<file path="src/rtl/dec2bin_pkg.sv">
// Shared widths, error classification and parameter sanity helpers for the
// one-hot to binary encoder.
package dec2bin_pkg;

  localparam int DEC_W_DEF   = 10;
  localparam int BIN_W_DEF   = 4;
  localparam int ERR_CNT_W   = 8;
  localparam int ERR_CNT_MAX = 255;

  typedef enum logic [1:0] {
    ERR_NONE_OK = 2'd0,
    ERR_ZERO    = 2'd1,
    ERR_MULTI   = 2'd2
  } err_kind_e;

  // Smallest code width able to index `lines` inputs.
  function automatic int min_code_w(input int lines);
    int w;
    w = 0;
    while ((1 << w) < lines) w++;
    return w;
  endfunction

  function automatic bit widths_ok(input int dec_w, input int bin_w);
    return (dec_w >= 2) && (dec_w <= 16) && (bin_w >= min_code_w(dec_w));
  endfunction

endpackage

</file>
<file path="src/rtl/decimal_to_binary_encoder_onehot_prio_enc.sv">
// Combinational priority encoder with zero / multi-hot detection; zero latency.
// The index and the error class are formed in parallel from the same input.
module onehot_prio_enc
  import dec2bin_pkg::*;
#(
  parameter int DEC_W     = DEC_W_DEF,
  parameter int BIN_W     = BIN_W_DEF,
  parameter int PRIO_HIGH = 1
) (
  input  logic [DEC_W-1:0] dec,
  output logic [BIN_W-1:0] idx,
  output err_kind_e        kind
);

  logic is_zero;
  logic is_multi;

  // Clearing the lowest set bit leaves something only when two or more were set.
  assign is_zero  = ~|dec;
  assign is_multi = |(dec & (dec - DEC_W'(1)));

  if (PRIO_HIGH != 0) begin : g_high
    always_comb begin
      idx = '0;
      for (int i = 0; i < DEC_W; i++) begin
        if (dec[i]) idx = BIN_W'(i);
      end
    end
  end else begin : g_low
    always_comb begin
      idx = '0;
      for (int i = DEC_W - 1; i >= 0; i--) begin
        if (dec[i]) idx = BIN_W'(i);
      end
    end
  end

  always_comb begin
    kind = ERR_NONE_OK;
    if (is_zero)       kind = ERR_ZERO;
    else if (is_multi) kind = ERR_MULTI;
  end

endmodule

</file>
<file path="src/rtl/decimal_to_binary_encoder.sv">
// Registered one-hot to binary encoder, 1-cycle latency, accepts a new input every cycle (no backpressure).
// Optional saturating error counter with clear when DEC2BIN_ERR_CNT_EN is defined.
module decimal_to_binary_encoder
  import dec2bin_pkg::*;
#(
  parameter int DEC_W     = DEC_W_DEF,
  parameter int BIN_W     = BIN_W_DEF,
  parameter int PRIO_HIGH = 1
) (
  input  logic             clk,
  input  logic             rst,
  input  logic [DEC_W-1:0] dec_in,
  input  logic             in_valid,
  output logic [BIN_W-1:0] bin_out,
  output logic             out_valid,
  output logic             err_none,
  output logic             err_multi
`ifdef DEC2BIN_ERR_CNT_EN
  ,
  input  logic                 err_clr,
  output logic [ERR_CNT_W-1:0] err_cnt
`endif
);

  if (!widths_ok(DEC_W, BIN_W) || (PRIO_HIGH < 0) || (PRIO_HIGH > 1)) begin : g_bad_params
    $fatal(1, "decimal_to_binary_encoder: illegal DEC_W/BIN_W/PRIO_HIGH");
  end

  logic [BIN_W-1:0] enc_idx;
  err_kind_e        enc_kind;

  onehot_prio_enc #(
    .DEC_W    (DEC_W),
    .BIN_W    (BIN_W),
    .PRIO_HIGH(PRIO_HIGH)
  ) u_enc (
    .dec (dec_in),
    .idx (enc_idx),
    .kind(enc_kind)
  );

  // Code and flags hold while idle; only out_valid tracks in_valid every cycle.
  always_ff @(posedge clk) begin
    if (rst) begin
      bin_out   <= '0;
      out_valid <= 1'b0;
      err_none  <= 1'b0;
      err_multi <= 1'b0;
    end else begin
      out_valid <= in_valid;
      if (in_valid) begin
        bin_out   <= enc_idx;
        err_none  <= (enc_kind == ERR_ZERO);
        err_multi <= (enc_kind == ERR_MULTI);
      end
    end
  end

`ifdef DEC2BIN_ERR_CNT_EN
  logic err_hit;

  assign err_hit = in_valid && (enc_kind != ERR_NONE_OK);

  // Clear wins over a same-cycle increment.
  always_ff @(posedge clk) begin
    if (rst || err_clr) begin
      err_cnt <= '0;
    end else if (err_hit && (err_cnt != ERR_CNT_W'(ERR_CNT_MAX))) begin
      err_cnt <= err_cnt + ERR_CNT_W'(1);
    end
  end
`endif

endmodule

</file>
<file path="config.mk">
export PLATFORM = sky130hd
export DESIGN_NAME = decimal_to_binary_encoder
export DESIGN_NICKNAME = d
export VERILOG_FILES = /design/src/rtl/dec2bin_pkg.sv /design/src/rtl/decimal_to_binary_encoder_onehot_prio_enc.sv /design/src/rtl/decimal_to_binary_encoder.sv
export SDC_FILE = /design/constraint.sdc
export NUM_CORES = 1
export LEC_CHECK = 0
export BUFFER_PORTS_ARGS = -buffer_cell sky130_fd_sc_hd__buf_2
export CAP_MARGIN = 20
export CORE_AREA = 2 2 39 41
export CTS_BUF_LIST = sky130_fd_sc_hd__clkbuf_16
export CTS_CLUSTER_DIAMETER = 80
export DETAILED_ROUTE_END_ITERATION = 8
export DIE_AREA = 0 0 41 43
export PLACE_DENSITY = 0.59
export REMOVE_ABC_BUFFERS = 1
export SLEW_MARGIN = 0
export SYNTH_ARGS = -nofsm -noshare
export SYNTH_HDL_FRONTEND = slang
export SYNTH_HIERARCHICAL = 1
export SYNTH_SLANG_ARGS = --single-unit
</file>
<file path="constraint.sdc">
create_clock -name clk -period 1.2 [get_ports clk]
set_clock_uncertainty 0.05 [all_clocks]
set_input_delay 0.06 -clock clk [delete_from_list [all_inputs] [get_ports clk]]
set_output_delay 0.06 -clock clk [all_outputs]
set_load 0.03 [all_outputs]
</file>
# Yosys cells after proc, flatten, opt, wreduce, memory -nomap -nowiden
# Cells that the tools add are included.
totals:
  register_bits: 7
  input_bits: 13
  out_inout_bits: 7
op_classes:
  n_addsub: 1
  n_eq_ne: 2
  n_mux: 11
  bitwise: 1
  n_reduce_logical: 2
ops:
  columns: ["cell", "count"]
  rows:
  - ["$reduce_or A10 Y1", 2]
  - ["$mux W3", 4]
  - ["$and A10 B10 Y10", 1]
  - ["$sub A10 B1 Y10 const B", 1]
  - ["$mux W2", 4]
  - ["$mux W4", 2]
  - ["$eq A2 B1 Y1 const B", 1]
  - ["$eq A2 B2 Y1 const B", 1]
  - ["$mux W1", 1]

# Logic depth before layout (Yosys ltp)
logic_depth:
  depth_word: 9
  mapped_depth: 6

# Cells and area by module
# Netlist, hierarchy kept.
by_module_without_submodules:
  columns: ["mod", "n_inst", "cells_each", "area_per_inst_um2", "seq_area_each_um2"]
  rows:
  - ["decimal_to_binary_encoder", 1, 23, 250.2, 140.1]
  - ["onehot_prio_enc", 1, 25, 158.9, 0.0]

# Least setup slack after synthesis
# OpenSTA, ideal clock, no wires.
synth_path:
  path_kind: "input port to flip-flop"
  start: "input dec_in[1]"
  end: "register err_none"
  setup_time_ps: 70
  arrival_time_ps: 1134
  required_ps: 1080
  setup_slack_ps: -54
  path_stages: 5
  path_buffers: 0
  cell_sequence: "or4_4 > a211oi_2 > o21ai_1 > nand3b_1 > a21oi_1"
synth_via:
  elab_chain_cells: 6
  word_cells_on_any_way: 7
synth_lines:
  columns: ["item", "line_no", "source"]
  rows:
  - ["start, declared", "decimal_to_binary_encoder.sv:12", "input logic [DEC_W-1:0] dec_in,"]
  - ["$sub A10 B1 Y10", "decimal_to_binary_encoder_onehot_prio_enc.sv:20", "assign is_multi = |(dec & (dec - DEC_W'(1)));"]
  - ["$and A10 B10 Y10", "decimal_to_binary_encoder_onehot_prio_enc.sv:20", null]
  - ["$reduce_or A10 Y1", "decimal_to_binary_encoder_onehot_prio_enc.sv:20", null]
  - ["$mux W2", "decimal_to_binary_encoder_onehot_prio_enc.sv:41", "else if (is_multi) kind = ERR_MULTI;"]
  - ["$mux W2 *", "decimal_to_binary_encoder_onehot_prio_enc.sv:40", "if (is_zero) kind = ERR_ZERO;"]
  - ["via enc_kind[1]", "decimal_to_binary_encoder.sv:30", "err_kind_e enc_kind;"]
  - ["$eq A2 B1 Y1 *", "decimal_to_binary_encoder.sv:53", "err_none <= (enc_kind == ERR_ZERO);"]
  - ["end signal, assigned", "decimal_to_binary_encoder.sv:53", null]
  - ["end, declared", "decimal_to_binary_encoder.sv:16", "output logic err_none,"]
# Mark *: on every way through the listed nets, which the timed path passes. The rest lies on a longest branch.
# A chain may end at the register's enable or synchronous reset.

# Final worst setup path
# Ends and elaborated chain as after synthesis.

==> results.yml <==
sta:
  finalHoldViolCount: 0
  fmax_mhz: 883.6
  maxSlewViolCount: 0
  finalCritPeriodShare_pct: 94.31
  finalSetupViolCount: 0
  fin_hold_ws_ns: 0.04238
  rsz0062_at_grt: "false"
  maxSlewHeadroom_pct: 75.06
  tightest_slew_ns: 0.3646
  period_minus_slack_ns: 1.132
power_and_ir_drop:
  p_leak_nw: 0.3138
  powerDensity_nw_per_um2: 1453
  total_power_mw: 0.9418
  peakVddDrop_uv: 858.1
final_layout:
  finalNonFillerCells: 93
  drive_gt1_share_pct: 42.86
  finalNetCount: 91
  nFillCells: 143
  diodes: 0
  area_growth_pct: 58.41
clock_tree:
  htreeDepth: 1
  cts_tree: "built"
  cts.sinks: 7
  clockBufferDepth: 2
  cts-buffers-inserted: 3
  clk_latency_ns: 0.23
  post_cts_buffers: 0
  ctsHoldBuffers: 0
  clk_pin_slew_ns: 0.03
  clockRootBuffer: "clkbuf_16"
  ctsResizeCount: 0
worst_setup_path:
  reg2reg_setup_slack_ns: 0.57
  cp-start-kind: "input pin"
  rr_endpoint: "bin_out[3]"
  crit_start: "dec_in[1]"
  arrival_ns: 1.24
  crit_path_end: "err_none"
  cp.required_ns: 1.31
  r2r_cells: 2
  r2r_start: "bin_out[3]"
  cp_slowest_stage_delay_ns: 0.54
  crit_type: "input pin to flip-flop"
  end_kind: "flip-flop"
  crit_fanout: 4
  crit_slowest_cell: "or4_4"
  path_cells: "buf_2, or4_4, a211oi_2, o21ai_1, nand3b_1, a21oi_1"
grt:
  track_usage_pct: 12.68
  grt_pass1_vias: 381
  grt_max_degree: 10
  antenna_found_initial: 0
  grt_overflow: 0
  grt_pass1_wl_mm: 1.483
die:
  num_rows: 14
  die_area_um2: 1763
  io_pins: 20
  die_x_um: 41
  initial_core_util_pct: 29.57
  core_um2: 1384
  fp.dieH_um: 43
placed_design:
  io_buffers: 19
  gp_congestion: 0.6716
  hpwl_um: 753
  dpl.cell_count: 89
yosys:
  synth_area_leaders: "dfxtp_1 (34%), mux2i_1 (9.8%), a21oi_1 (7.3%)"
  syn-cell-area_um2: 409.1
  ys_ff_latch: 7
  synth_cells: 48
  synth_top_cell_by_area: "dfxtp_1"
  synth_top_area_share_pct: 34.25
  synth_edf_count: 0
  ys_top_cells_by_count: "dfxtp_1 (7), nor2_1 (7), a21oi_1 (6)"
  ys_warn_count: 6
  yosysSeqAreaShare_pct: 34.25
  synth_cell_types: 24
  avgSynthCellArea_um2: 8.524
  async_reset_ff_share_pct: 0
  synthFlopType: "dfxtp_1"
drt:
  dr.pass1.iters: 4
  drtIter0Drc: 6
  ant_nets: 0
  route.detailed.drc: 0
  wire_per_inst_um: 10.40
  num_vias: 444
  routed_wl_um: 967
  via_per_inst: 4.774
worst_hold_path:
  hold_class: "input pin to flip-flop"
  min_from: "rst"
run_status:
  status: "finished clean"
run:
  maxCapViolCount: 0
## cells by family after synthesis
family	count (synthesis)	share of synthesized area (%)
buffers and inverters	4	5.504
flip-flops	7	34.25
multiplexers	4	9.786
AO/OA/AOI/OAI	14	24.16
adder cells (fa/ha/maj)	1	2.447
AND/OR/NAND/NOR	18	23.85
## routing by layer
metal	track usage (%)	vias to the layer above	part of all wire, %
met5	0	-	0
met4	10.00	0	1.8
met3	3.141	2	7.7
met2	17.19	13	43
met1	16.18	193	48
li1	-	236	-
## stage by stage
stage / utilization, % / worst slack (ns) / setup TNS, ns / instance area (um^2)
finish: 46.84 / 0.06829 / 0 / 648.1
global route: 46.84 / 0.003820 / 0 / 648.1
CTS: 46.84 / 0.0003636 / 0 / 648.1
detailed placement: 41.14 / -0.2365 / -0.3732 / 569.3
global placement: 41.14 / -0.2157 / -0.3458 / 569.3
floorplan: - / -0.05393 / -0.05393 / 394.1
## sequential cells by signal, summed over array words and instances, names as in the netlist
name       flops
bin_out        4
err_multi      1
out_valid      1
err_none       1
## power by group
group          internal [mW]  switching [mW]
combinational         0.0650          0.0791
sequential             0.246         0.00427
clock                  0.432           0.115
total                  0.743           0.199
## worst max-delay path, delay by kind of cell
kind / cells / cell delay [ns]
simple gates: 2 / 0.70
compound gates: 3 / 0.36
buf+inv: 1 / 0.12
## cell usage in the layout (no fill, tap or decap)
cell type / count
a2111oi_0: 1
buf_4: 8
a211oi_2: 1
o22a_1: 1
nand2b_1: 2
maj3_1: 1
dfxtp_1: 7
or4_4: 1
buf_2: 19
nand3b_1: 2
a221o_1: 1
clkbuf_16: 3
or2_2: 1
o21bai_1: 1
o21ai_1: 1
nor4_1: 1
nor2_1: 7
nor3_1: 2
mux2i_1: 4
nor2b_1: 1
o21ai_0: 1
a2111o_1: 1
nand2_1: 1
inv_1: 3
a21oi_1: 6
## worst min-delay path by stage
stage                           end  depth (start not counted)  slack [ns]
final                     err_multi                          2        0.04
after global routing      err_multi                          2        0.05
after CTS                 err_multi                          2        0.04
after detailed placement  err_multi                          2        0.28
after global placement     err_none                          2        0.27
after floorplan           err_multi                          1        0.08
## area by class of cell
type	count	area, um^2	share of cell area [%]
well taps	16	20.02	3.089
clock buffers	3	75.07	11.58
repair buffers	27	155.1	23.94
inverters	2	7.507	1.158
clock inverters	1	3.754	0.5792
flip-flops and latches	7	140.1	21.62
multi-input cells	37	246.5	38.03
(Power assumes the default switching activity.)
